### src/rtl/sign_magnitude_decoder_pkg.sv
// Shared types and defaults for the sign-magnitude decoder: FSM state
// encoding, default word/chunk sizes and the chunk-index width helper.
package sign_mag_pkg;

  typedef enum logic [1:0] {
    IDLE = 2'd0,
    CONV = 2'd1,
    DONE = 2'd2
  } state_e;

  localparam int WIDTH_DEF = 32;
  localparam int CHUNK_DEF = 8;

  // A single-chunk word still needs a 1-bit index register.
  function automatic int idx_w(input int nchunk);
    return (nchunk > 1) ? $clog2(nchunk) : 1;
  endfunction

endpackage

### src/rtl/sign_magnitude_decoder_if.sv
// Operand/result handshake bundle between the result bus and the decoder.
interface sign_magnitude_decoder_if #(
  parameter int WIDTH = 32
);
  logic             in_valid;
  logic             in_ready;
  logic [WIDTH-1:0] in_data;
  logic             out_valid;
  logic             out_ready;
  logic             out_sign;
  logic [WIDTH-1:0] out_mag;
  logic             out_zero;

  modport master (
    output in_valid, in_data, out_ready,
    input  in_ready, out_valid, out_sign, out_mag, out_zero
  );

  modport slave (
    input  in_valid, in_data, out_ready,
    output in_ready, out_valid, out_sign, out_mag, out_zero
  );
endinterface

### src/rtl/sign_magnitude_decoder_chunk_negate_slice.sv
// One CHUNK-bit slice of two's-complement negation: sum = ~a + cin.
module chunk_negate_slice #(
  parameter int CHUNK = 8
) (
  input  logic [CHUNK-1:0] a,
  input  logic             cin,
  output logic [CHUNK-1:0] sum,
  output logic             cout
);
  assign {cout, sum} = {1'b0, ~a} + {{CHUNK{1'b0}}, cin};
endmodule

### src/rtl/sign_magnitude_decoder.sv
// Two's-complement to sign-magnitude converter; negative operands are
// negated one CHUNK slice per cycle through a single registered-carry slice.
module sign_magnitude_decoder
  import sign_mag_pkg::*;
#(
  parameter int WIDTH = WIDTH_DEF,
  parameter int CHUNK = CHUNK_DEF
) (
  input  logic                      clk,
  input  logic                      rst,
  sign_magnitude_decoder_if.slave   bus
);
  localparam int NCHUNK = WIDTH / CHUNK;
  localparam int IW     = idx_w(NCHUNK);

  if ((WIDTH % CHUNK) != 0 || WIDTH < CHUNK) begin : g_bad_width
    $error("sign_magnitude_decoder: WIDTH must be a nonzero multiple of CHUNK");
  end

  state_e            state_q, state_d;
  logic [WIDTH-1:0]  op_q, op_d;
  logic [WIDTH-1:0]  mag_q, mag_d;
  logic              sign_q, sign_d;
  logic              zero_q, zero_d;
  logic              carry_q, carry_d;
  logic [IW-1:0]     idx_q, idx_d;

  logic              accept;
  logic              last_chunk;
  logic [NCHUNK-1:0] mag_we;
  logic [CHUNK-1:0]  op_slice;
  logic [CHUNK-1:0]  neg_sum;
  logic              neg_cout;

  assign accept     = bus.in_valid && bus.in_ready;
  assign last_chunk = (idx_q == IW'(NCHUNK - 1));
  assign op_slice   = op_q[int'(idx_q) * CHUNK +: CHUNK];

  chunk_negate_slice #(.CHUNK(CHUNK)) u_neg (
    .a   (op_slice),
    .cin (carry_q),
    .sum (neg_sum),
    .cout(neg_cout)
  );

  always_ff @(posedge clk) begin
    if (rst) begin
      state_q <= IDLE;
      op_q    <= '0;
      mag_q   <= '0;
      sign_q  <= 1'b0;
      zero_q  <= 1'b0;
      carry_q <= 1'b0;
      idx_q   <= '0;
    end else begin
      state_q <= state_d;
      op_q    <= op_d;
      mag_q   <= mag_d;
      sign_q  <= sign_d;
      zero_q  <= zero_d;
      carry_q <= carry_d;
      idx_q   <= idx_d;
    end
  end

  always_comb begin
    state_d = state_q;
    case (state_q)
      IDLE:    if (accept) state_d = bus.in_data[WIDTH-1] ? CONV : DONE;
      CONV:    if (last_chunk) state_d = DONE;
      DONE:    if (bus.out_ready) state_d = IDLE;
      default: state_d = IDLE;
    endcase
  end

  always_comb begin
    for (int k = 0; k < NCHUNK; k++) begin
      mag_we[k] = (state_q == CONV) && (idx_q == IW'(k));
    end
  end

  // Operand capture on accept, then one negated slice per CONV cycle.
  always_comb begin
    op_d    = op_q;
    mag_d   = mag_q;
    sign_d  = sign_q;
    zero_d  = zero_q;
    carry_d = carry_q;
    idx_d   = idx_q;
    if (state_q == IDLE && accept) begin
      op_d    = bus.in_data;
      sign_d  = bus.in_data[WIDTH-1];
      zero_d  = (bus.in_data == '0);
      carry_d = 1'b1;
      idx_d   = '0;
      if (!bus.in_data[WIDTH-1]) mag_d = bus.in_data;
    end else if (state_q == CONV) begin
      for (int k = 0; k < NCHUNK; k++) begin
        if (mag_we[k]) mag_d[k*CHUNK +: CHUNK] = neg_sum;
      end
      carry_d = neg_cout;
      idx_d   = last_chunk ? '0 : idx_q + IW'(1);
    end
  end

  always_comb begin
    bus.in_ready  = (state_q == IDLE) && !rst;
    bus.out_valid = (state_q == DONE);
    bus.out_sign  = sign_q;
    bus.out_mag   = mag_q;
    bus.out_zero  = zero_q;
  end

endmodule

### src/flat_wrapper.sv
// flat-port wrapper written by rule: the top's interface ports become plain ports
module sign_magnitude_decoder_flat import sign_mag_pkg::*;
#(
  parameter int WIDTH = WIDTH_DEF,
  parameter int CHUNK = CHUNK_DEF
)
  (clk, rst, bus_in_valid, bus_in_data, bus_out_ready, bus_in_ready, bus_out_valid, bus_out_sign, bus_out_mag, bus_out_zero);
  sign_magnitude_decoder_if #(.WIDTH(WIDTH)) bus_i ();
  input  logic clk;
  input  logic rst;
  input wire logic [$bits(bus_i.in_valid)-1:0] bus_in_valid;
  input wire logic [$bits(bus_i.in_data)-1:0] bus_in_data;
  input wire logic [$bits(bus_i.out_ready)-1:0] bus_out_ready;
  output wire logic [$bits(bus_i.in_ready)-1:0] bus_in_ready;
  output wire logic [$bits(bus_i.out_valid)-1:0] bus_out_valid;
  output wire logic [$bits(bus_i.out_sign)-1:0] bus_out_sign;
  output wire logic [$bits(bus_i.out_mag)-1:0] bus_out_mag;
  output wire logic [$bits(bus_i.out_zero)-1:0] bus_out_zero;
  assign bus_i.in_valid = bus_in_valid;
  assign bus_i.in_data = bus_in_data;
  assign bus_i.out_ready = bus_out_ready;
  assign bus_in_ready = bus_i.in_ready;
  assign bus_out_valid = bus_i.out_valid;
  assign bus_out_sign = bus_i.out_sign;
  assign bus_out_mag = bus_i.out_mag;
  assign bus_out_zero = bus_i.out_zero;
  sign_magnitude_decoder #(.WIDTH(WIDTH), .CHUNK(CHUNK)) u_core (.clk(clk), .rst(rst), .bus(bus_i));
endmodule
### config.mk
export PLATFORM = sky130hd
export DESIGN_NAME = sign_magnitude_decoder_flat
export DESIGN_NICKNAME = d
export VERILOG_FILES = /design/src/rtl/sign_magnitude_decoder_pkg.sv /design/src/rtl/sign_magnitude_decoder_if.sv /design/src/rtl/sign_magnitude_decoder_chunk_negate_slice.sv /design/src/rtl/sign_magnitude_decoder.sv /design/src/flat_wrapper.sv
export SDC_FILE = /design/constraint.sdc
export NUM_CORES = 1
export LEC_CHECK = 0
export CAP_MARGIN = 10
export CORE_ASPECT_RATIO = 0.75
export CORE_MARGIN = 2
export CORE_UTILIZATION = 44
export CTS_CLUSTER_SIZE = 14
export DETAILED_ROUTE_END_ITERATION = 16
export PLACE_DENSITY = 0.72
export SETUP_SLACK_MARGIN = 0.3
export SLEW_MARGIN = 20
export SYNTH_ARGS = -nofsm -noshare
export SYNTH_HDL_FRONTEND = slang
export SYNTH_SLANG_ARGS = --single-unit
export TNS_END_PERCENT = 5
### constraint.sdc
create_clock -name clk -period 2.5 [get_ports clk]
set_input_delay 0.625 -clock clk [delete_from_list [all_inputs] [get_ports clk]]
set_output_delay 0.625 -clock clk [all_outputs]
set_load 0.02 [all_outputs]
# == Word level (Yosys, flattened, before mapping) ==
# Index checks and enable logic that the tools add are counted.
# totals
in_bits,36
rom_bits,0
elab_cells,60
register_bits,71
latchBits,0
ram_bits,0
mem_count,0
output_inout_bits,36
# op_classes
n_mux,15
n_addsub,2
n_reduce_logical,22
eq_ne,9
n_div,0
shift,1
bitwise_logic,1
magnitude_cmp,0
multipliers,0
# op_table
operator,count
32-bit two-way mux,3
32-bit zero test,1
8-bit two-way mux,4
32-bit by 6-bit variable part select with 8-bit output,1
3-bit AND reduction,5
2-bit two-way mux,5
2-bit nonzero test,5
8-bit by 1-bit adder with 9-bit output,1
8-bit NOT,1
1-bit logical AND,7
2-bit equality test (second input constant),3
2-bit case mux with 3 select lines,1
2-bit by 1-bit equality test with 1-bit output (second input constant),2
2-bit zero test,2
2-bit by 1-bit != test with 1-bit output (second input constant),2
2-bit != test (second input constant),2
2-bit by 1-bit adder with 2-bit output (second input constant),1
1-bit two-way mux,2
2-bit OR reduction,1
1-bit zero test,1

# == Longest topological paths before layout ==
# depth
ltp_word,6
ltp_mapped,8
ltp_nobuf,7

# == Modules after synthesis ==
# A second synthesis with hierarchy kept.
# hier_totals
cells_unflattened,312
area_unflattened_um2,3213.1
# by_module_without_submodules
module,cells_each,seq_area_each_um2,area_each_um2,instances
sign_magnitude_decoder,292,1401.3,3055.4,1
chunk_negate_slice,20,0.0,157.7,1

# == Worst setup path after synthesis ==
# Ideal clock, no wire load.
# synth_path
path_kind,in2reg
startpoint,in bus_in_data[31]
endpoint,"reg u_core.mag_q[27], in the netlist u_core.bus.out_mag[27]"
path_buffers,1
setup_slack_ns,0.310
arrival_time_ns,2.116
cell_stages,5
t_required_ns,2.426
path_cell_list,or4b_1 > a21oi_1 > clkbuf_1 > o21ai_0 > a31oi_1
# synth_between
elab_chain_len,2
# synth_rtl
item,line,rtl
"start, declared",flat_wrapper.sv:12,input wire logic [$bits(bus_i.in_data)-1:0] bus_in_data;
2-bit != test (no line),--,
3-bit AND reduction (no line),--,
"end signal, assigned",sign_magnitude_decoder.sv:58,mag_q <= mag_d;
"end, declared",sign_magnitude_decoder.sv:22,"logic [WIDTH-1:0] mag_q, mag_d;"
# Every way passes these cells.
# A chain may end at the register's enable or synchronous reset.

# == Final worst setup path ==
# layout_path
startpoint,in rst
endpoint,out bus_in_ready
# layout_between
elab_chain_len,2
# layout_rtl
item,line,rtl
"start, declared",flat_wrapper.sv:10,input logic rst;
1-bit zero test,sign_magnitude_decoder.sv:107,bus.in_ready = (state_q == IDLE) && !rst;
1-bit logical AND,sign_magnitude_decoder.sv:107,
"end, declared",flat_wrapper.sv:14,output wire logic [$bits(bus_i.in_ready)-1:0] bus_in_ready;
# Every way passes these cells.

==> out/qor.yml <==
power:
  finalPower_mw: 2.92
  p_leak_nw: 1.72
  power_density_nw_per_um2: 689
  ir_drop_v: 0.000458
cells_and_area:
  num_antenna_cells: 0
  utilization: 0.630
  area_delta_synth_final_pct: 40.1
  drive_above_1_share: 0.138
  nets: 486
  stdcell_count: 533
  final_area_um2: 4240
synth:
  postSynthAreaPerCell_um2: 8.53
  syn-num-nets: 397
  ys_ff_latch: 70
  syn_inst: 355
  syn-cell-area_um2: 3030
  yosysUniqueCellTypes: 37
  ys_seq_area_frac: 0.463
  ys_warn_count: 0
global_route:
  grt.overflow.total: 0
  grt_usage: 0.245
  grt_pass1_wl_um: 13700
  antenna_found_initial: 0
  grt_pass1_vias: 2622
  grt_max_degree: 33
sta:
  slew_headroom: 0.702
  max_freq_mhz: 448
  fin_crit_sh: 0.894
  finalMaxSlewViolations: 0
  hold_viol: 0
  skew_ps: 10.4
  finalWorstSetupSlack_ps: 265
  setup_viol: 0
  fin_tns_setup_ps: 0
  rsz0062_at_grt: "true"
  period_needed_ps: 2230
  tightestPinTransition_ps: 442
  hold_ws_ps: 442
place:
  dpl.cell_count: 515
  gp_congestion: 0.893
  dpl_cell_area_um2: 3980
  portBuffers: 71
  hpwl_um: 6840
  pre_cts_slack_ps: -34.6
worst_hold_path:
  whs_endpoint: "u_core.op_q[27]"
  hp-start: "u_core.op_q[27]"
  holdPathStages: 2
  hold_class: "reg2reg"
worst_setup_path:
  critPathMaxStageDelay_ps: 470
  rr_worst_depth: 6
  ff2ff_setup_slack_ps: 320
  path_delay_family: "buffers and inverters"
  worst_setup_path_end_kind: "output port"
  worst-setup-path-type: "in2out"
  cp.buffers_inverters: 2
  cp_cell_sequence: "clkdlybuf4s50_1 -> nor3_1 -> dlygate4sd2_1"
  crit-reg2reg-launch: "u_core.idx_q[0]"
  arrival_ps: 1610
  crit_path_start_kind: "primary input"
  crit_required_ps: 1880
  slowest_stage: "clkdlybuf4s50_1"
  critPathMaxFanout: 5
  rr_endpoint: "u_core.carry_q"
clock_tree:
  path_clk_slew_ps: 70
  cts_tree: "built"
  htree_levels: 3
  cts_hold_buf: 0
  cts.sinks: 70
  clock_latency_ps: 350
  clock_tree.buffer_depth: 2
  cts_root_buffer: "clkbuf_8"
  cts_made_buffers: 9
floorplan:
  core_um2: 6730
  rows: 26
  die_w_um: 99.8
  ios: 72
  die_h_um: 75.9
  start_util: 0.450
  die-area_um2: 7570
routing:
  wl_met1_um: 4230
  drt_iter0_drc: 327
  vias: 3043
  avgRoutedWirePerCell_um: 17.2
  first_pass_iters: 5
  drc: 0
  routed_wl_um: 9190
  avgViaCountPerCell: 5.71
  wl_met2_um: 3940
  wl_met3_um: 928
  dr.max_layer_used: "met4"
  ant_nets: 0
flow_run:
  maxCapViolCount: 0
run_status:
  status: "finished clean"
repair_timing:
item,4_1_cts,5_1_grt
endpoints found under the setup margin,12,29
pin swaps,0,1
endpoints found under the hold margin,0,0
gates resized for setup,2,11
setup buffers,0,2
cells in the mapped netlist:
cell       count  share of area
nand2_2        1         0.0021
a311oi_1      11          0.032
mux2i_1        1         0.0033
o211ai_1       1         0.0025
nand2b_1       1         0.0021
a31o_2         1         0.0029
and2b_1        1         0.0025
nor3b_1        2         0.0050
nor4_4         1         0.0070
or4_1          1         0.0025
a21oi_1        9          0.015
buf_6          1         0.0037
ha_1           6          0.025
a31oi_1       20          0.041
and3_1         2         0.0041
o2111a_1       1         0.0037
nand3_1        1         0.0017
nor3_1         5         0.0083
nor2b_1        1         0.0021
or4b_1         1         0.0033
mux4_2         3          0.022
a2111oi_0      1         0.0029
nand2_1      104           0.13
nor4_1         8          0.017
or4b_2         1         0.0033
inv_1          6         0.0074
o21ai_0       37          0.061
mux4_1         5          0.043
nor2_1        20          0.025
xnor2_1        5          0.014
buf_2          3         0.0050
clkbuf_1      18          0.022
dfxtp_1       70           0.46
o2111ai_1      2         0.0058
nand4_1        2         0.0041
a21bo_2        1         0.0033
nand3b_1       1         0.0025
tightest hold or removal path, stage by stage, from the launching register on:
cell     delay, ps
dfxtp_1        310
nand2_1         50
nand2_1         40
final cells by class:
cell class | instances | area [um^2]
multi-input combinational | 257 | 1510
fill | 570 | 2490
inverter | 6 | 22.5
tap | 84 | 105
clock inverter | 7 | 113
timing repair buffer | 100 | 962
clock buffer | 9 | 124
sequential | 70 | 1400
worst max-delay path by stage:
stage | depth (start not counted) | end | slack (ps) | from
2_1_floorplan | 5 | u_core.bus.out_mag[27] | 310 | bus_in_data[31]
3_3_place_gp | 3 | bus_in_ready | 30 | rst
3_5_place_dp | 3 | bus_in_ready | -30 | rst
4_1_cts | 8 | u_core.carry_q | 220 | u_core.idx_q[0]
5_1_grt | 3 | bus_in_ready | 200 | rst
6_report | 3 | bus_in_ready | 270 | rst
layer usage:
metal | track usage | vias up
met2 | 0.354 | 172
met4 | 0.0624 | 0
li1 | - | 1446
met3 | 0.0642 | 10
met5 | 0 | -
met1 | 0.364 | 1415
sequential cells by signal, indices dropped and copies added, names as in the netlist:
signal               cells
u_core.bus.out_mag      32
u_core.bus.out_zero      1
u_core.carry_q           1
u_core.idx_q             2
u_core.op_q             32
u_core.state_q           2
report_power, final:
group	switching [mW]	leakage (nW)	internal [mW]
clock network	0.442	0.119	0.657
logic	0.306	1.02	0.265
registers	0.0526	0.575	1.20
total	0.801	1.72	2.12
cell families (layout without fill, tap and decap cells):
group / after synthesis / after routing / share of synthesized area
buf+inv: 28 / 122 / 0.0384
flops: 70 / 70 / 0.463
mux: 9 / 9 / 0.0690
simple gates: 153 / 153 / 0.221
xor+xnor: 5 / 5 / 0.0145
compound gates: 84 / 84 / 0.170
fa+ha+maj: 6 / 6 / 0.0248
cells in the final DEF (no fill, tap or decap), types with 2 or more instances in the layout:
master,netlist,layout
nand2_1,104,104
a21oi_1,9,9
nor2_1,20,20
buf_4,0,25
mux4_1,5,2
nor3_1,5,5
nor4_1,8,8
nand4_1,2,2
inv_1,6,5
bufinv_16,0,3
o2111ai_1,2,2
clkinv_2,0,3
a311oi_1,11,11
dfxtp_2,0,2
buf_6,1,2
dfxtp_1,70,68
clkdlybuf4s50_1,0,69
clkbuf_8,0,9
mux4_2,3,6
xnor2_1,5,4
and3_1,2,2
ha_1,6,6
o21ai_0,37,37
a31oi_1,20,20
buf_12,0,2
(Power assumes the default switching activity.)
==> edit 1 (config.mk and constraints unchanged) <==
The package constant `WIDTH_DEF` goes from 32 to 64.
--- a/src/rtl/sign_magnitude_decoder_pkg.sv
+++ b/src/rtl/sign_magnitude_decoder_pkg.sv
@@ -10,3 +10,3 @@
 
-  localparam int WIDTH_DEF = 32;
+  localparam int WIDTH_DEF = 64;
   localparam int CHUNK_DEF = 8;
Interface: changed (resized bus_in_data and bus_out_mag); port bits go from 72 to 136. No check against the original RTL was run, so the function may have changed too.
==> edit 1 against the original RTL <==
Highest routed layer unchanged. Design area is 110% higher. Sequential cell count up 65. Count of clock-buffer cells in the layout rose by 12. Wire length up 140%. Global-route usage is 6.5 points higher. Synthesized area grew 93%. Setup slack got worse by 470 ps. The run now ends with setup timing left. Power grew 110%.
==> edit 1: results (changes against the original RTL) <==
| Metric | Value |
|---|---|
| Failing checks | setup timing |
| Sequential fraction of the synthesis area | 0.463 (about the same) |
| Worst Setup Slack, final | -201 ps (-467 ps) |
| CTS Root Buffer Type | clkbuf_16 |
| Compound-Gate Fraction of Synth Area | 0.197 (+0.0265) |
| R2R depth | 8 (+2) |
| Setup violators final | 40 (+40) |
| Later-pin clock latency in the skew report | 420 ps (+70 ps) |
| Crit path DAT | 2980 ps (+1370 ps) |
| Max VDD drop | 523 uV (+14%) |
| First-pass GRT wire length | 33,500 um (+140%) |
| Worst Tran Pin Value | 541 ps (+98.7 ps) |
| Met2 Use GR | 0.472 (+0.118) |
| Status | complete, but fails checks |
| Post-Layout Cell Count | 1,039 (+95%) |
| Setup CP Type | reg -> reg |
| Post-synthesis adder-cell area fraction | 0.0171 (-0.00764) |
| Layout cells sized above 1 | 0.226 (+0.0877) |
| GRT Util Overall | 0.310 (+0.0649) |
| Dpl cell area | 0.00809 mm^2 (+100%) |
| DR vias/cell | 5.96 (+4.5%) |
| Net Count, Synth | 725 (+83%) |
| Number of global-route vias before repair | 6,168 (+140%) |
| Num CTS Buffers | 17 (+8) |
| XOR/XNOR share of the synthesized area | 0.00279 (-0.0117) |
| Detailed router's first-iteration violation count | 593 (+81%) |
| Reg2Reg Capture Point | u_core.bus.out_mag[39] |
| Setup_tns | -4160 ps (-4160 ps) |
| I/O Buffers | 135 (+90%) |
| Launch point of the worst path | u_core.idx_q[0] |
| Place WS | -187 ps (-153 ps) |
## edit 1: changes by cell type in the layout (fill, tap and decap cells not counted), moves of 17 or more
cell	delta
dfxtp_1	+64
clkdlybuf4s50_1	+63
buf_4	+54
nand2_1	+44
nor2_1	+29
a311oi_1	+17
clkbuf_16	+17
## edit 1: power by group
group          switching, mW  internal, mW
logic                  0.682         0.612
registers              0.103          2.30
clock network          0.923          1.50
total                   1.71          4.42
## edit 1: worst min-delay path by stage
stage | from | endpoint | slack [ps]
floorplan | u_core.op_q[12] | u_core.op_q[12] | 410
CTS | u_core.op_q[44] | u_core.op_q[44] | 440
detailed placement | u_core.op_q[43] | u_core.op_q[43] | 430
global placement | u_core.op_q[42] | u_core.op_q[42] | 420
global route | u_core.op_q[33] | u_core.op_q[33] | 460
finish | u_core.op_q[44] | u_core.op_q[44] | 440
## edit 1: cell families (layout without fill, tap and decap cells)
logic type	count (synthesis)	after routing
xor gates and xnor gates	1	1
muxes	26	26
DFF	135	135
and+or+nand+nor	261	261
adders and majority gates	8	8
buffers and inverters	67	286
AOI/OAI and AO/OA	151	151
## edit 1: area by class of cell
cell class,instances,share of cell area
inverter,20,0.00833
timing repair buffer,236,0.253
clock inverter,9,0.0114
sequential,135,0.301
clock buffer,21,0.0511
tap,171,0.0238
multi-input combinational,447,0.352
## edit 1: worst max-delay path: stages, from the launching register on
cell	delay [ps]
dfxtp_4	400
buf_6	120
mux4_2	480
mux2_4	280
or3b_4	440
nor4_4	410
xnor2_4	200
buf_12	180
o31ai_2	60
## edit 1: layer usage
| metal | share of wire | vias to the layer above | wire length (um) |
|---|---|---|---|
| li1 | - | 2775 | - |
| met1 | 0.42 | 2981 | 9240 |
| met2 | 0.45 | 386 | 9950 |
| met3 | 0.095 | 55 | 2100 |
| met4 | 0.032 | 0 | 699 |
| met5 | 0 | - | 0 |
## edit 1: what timing repair did
item,in CTS,in global routing
gates resized for setup,11,43
pin swaps,18,12
buffers inserted,5,4
setup endpoints to repair,63,67
hold buffers,0,0
==> edit 2 (same flow settings) <==
Made on the original files. Encoding of `state_e`: now one-hot (3 bits for 3 states).
--- a/src/rtl/sign_magnitude_decoder_pkg.sv
+++ b/src/rtl/sign_magnitude_decoder_pkg.sv
@@ -4,6 +4,6 @@
 
-  typedef enum logic [1:0] {
-    IDLE = 2'd0,
-    CONV = 2'd1,
-    DONE = 2'd2
+  typedef enum logic [2:0] {
+    IDLE = 3'b001,
+    CONV = 3'b010,
+    DONE = 3'b100
   } state_e;
Formal check against the unedited RTL: same outputs for any inputs over 10 cycles, from zero or initial values and one cycle with rst high; not proved beyond that.
==> edit 2 against the original RTL <==
Setup slack worse by 220 ps. Highest routed layer unchanged. Wire length up 5.5%. Critical path depth up 2. First-iteration DRC count shrank 22%. Sequential cell count increased by 1. Synthesized area grew 4.3%. Critical path type is now reg -> reg. Power rose by 2.8%. Non-clock buffer count rose by 25. Sequential power rose by 5%. Clock skew is 1.2 ps higher. Design area grew 8.7%.
==> edit 2: results (changes against the original RTL) <==
| Metric | Value |
|---|---|
| Synth Instances | 354 (-0.28%) |
| Final hold slack | 446 ps (+3.67 ps) |
| Max VDD drop | 366 uV (-20%) |
| Drt pass-1 iters | 4 (-1) |
| Post-synthesis adder-cell area fraction | 0.0238 (-0.00103) |
| Mux share of post-synthesis cell area | 0.0673 (-0.00168) |
| Launch point of the worst path | u_core.idx_q[0] |
| Critical path peak fanout | 6 (+1) |
| Compound-Gate Fraction of Synth Area | 0.183 (+0.0127) |
| Crit path DAT | 2670 ps (+1060 ps) |
| Layout cells sized above 1 | 0.201 (+0.0632) |
| Reg-to-reg slack, setup | 40 ps (-280 ps) |
| Number of global-route vias before repair | 3,134 (+20%) |
| Via count | 3,189 (+4.8%) |
| Placed cells | 548 (+6.4%) |
| Hold Path Sink | u_core.op_q[25] |
| Crit path capture | u_core.bus.out_mag[23] |
| Area contributors post-synth | dfxtp_1 45%, nand2_1 8.7%, a311oi_1 5.5% |
| WL final | 9700 um (+5.5%) |
| Rel. slew slack | 0.670 (-0.0323) |
| Min-delay worst type | reg -> reg |
| Static leakage | 1.83 nW (+6.6%) |
| Hold Path Origin | u_core.op_q[25] |
| Int Power | 2.11 mW (-0.74%) |
| XOR/XNOR share of the synthesized area | 0.0135 (-0.000997) |
| Status | finished clean |
| I/O Buffers | 71 (unchanged) |
| GRT Util Overall | 0.258 (+0.0136) |
| Detailed placer's ending HPWL | 7100 um (+3.8%) |
| First-pass GRT wire length | 15,700 um (+15%) |
| Synth warnings | 0 (unchanged) |
| CTS Root Buffer Type | clkbuf_8 |
| Dpl cell area | 0.00430 mm^2 (+8.0%) |
| Maximum buffer depth of the clock tree | 2 (unchanged) |
| Largest net degree at the start of global routing | 47 (+42%) |
| Antenna violations before repair | 0 (unchanged) |
| Wire per inst | 17.0 um (-1.3%) |
| Detailed router's first-iteration violation count | 256 (-22%) |
| Net Count, Synth | 396 (-0.25%) |
| Layout Skew | 11.6 ps (+1.16 ps) |
| Sequential fraction of the synthesis area | 0.450 (-0.0129) |
| Post-synth top cells | 73 x nand2_1, 71 x dfxtp_1, 36 x nor2_1 |
| R2R depth | 5 (-1) |
| GPL Wtd Cong | 0.834 (-6.6%) |
| Nets | 509 (+4.7%) |
| Library cells used by synthesis | 44 (+19%) |
| Hold path depth | 2 (unchanged) |
edit 2: cell families after synthesis:
logic type	count (synthesis)
flops	71
simple gates	154
xor+xnor	4
buf+inv	29
compound gates	81
mux	9
fa+ha+maj	6
edit 2: through the flow:
step / TNS (ps) / utilization / setup WS (ps)
after floorplan: 0 / - / 173
after global placement: -753 / 0.623 / -72.3
after detailed placement: -822 / 0.623 / -86.6
after CTS: 0 / 0.655 / 59.2
after global routing: 0 / 0.669 / 3.19
final: 0 / 0.669 / 42.0
edit 2: power by group through the flow:
stage	registers (mW)	clock network [mW]	logic, mW
3_5_place_dp	1.33	0	0.725
2_1_floorplan	1.38	0	0.323
6_report	1.31	0.918	0.779
5_1_grt	1.32	0.982	0.840
3_3_place_gp	1.33	0	0.713
4_1_cts	1.31	0.931	0.742
edit 2: cell type report:
type / instances / area [um^2]
Sequential cell: 71 / 1430
Tap cell: 98 / 123
Multi-Input combinational cell: 254 / 1690
Timing Repair Buffer: 125 / 1160
Clock buffer: 11 / 141
Clock inverter: 5 / 57.6
Fill cell: 583 / 2280
Inverter: 6 / 22.5
edit 2: what timing repair did:
action | 4_1_cts | 5_1_grt
setup buffers | 2 | 4
setup endpoints to repair | 30 | 56
pin swaps | 5 | 8
resized for setup | 7 | 17
edit 2: routing by layer:
layer	global-route usage	vias to the layer above	part of all wire
li1	-	1502	-
met2	0.382	131	0.44
met1	0.370	1537	0.47
met4	0.0747	0	0.014
met3	0.0703	19	0.074
met5	0	-	0
edit 2: critical path, cell delays in order, from the launching register on:
cell	delay (ps)
dfxtp_4	410
mux4_2	580
or4_4	600
nor4b_4	310
xor2_2	310
o22ai_1	110
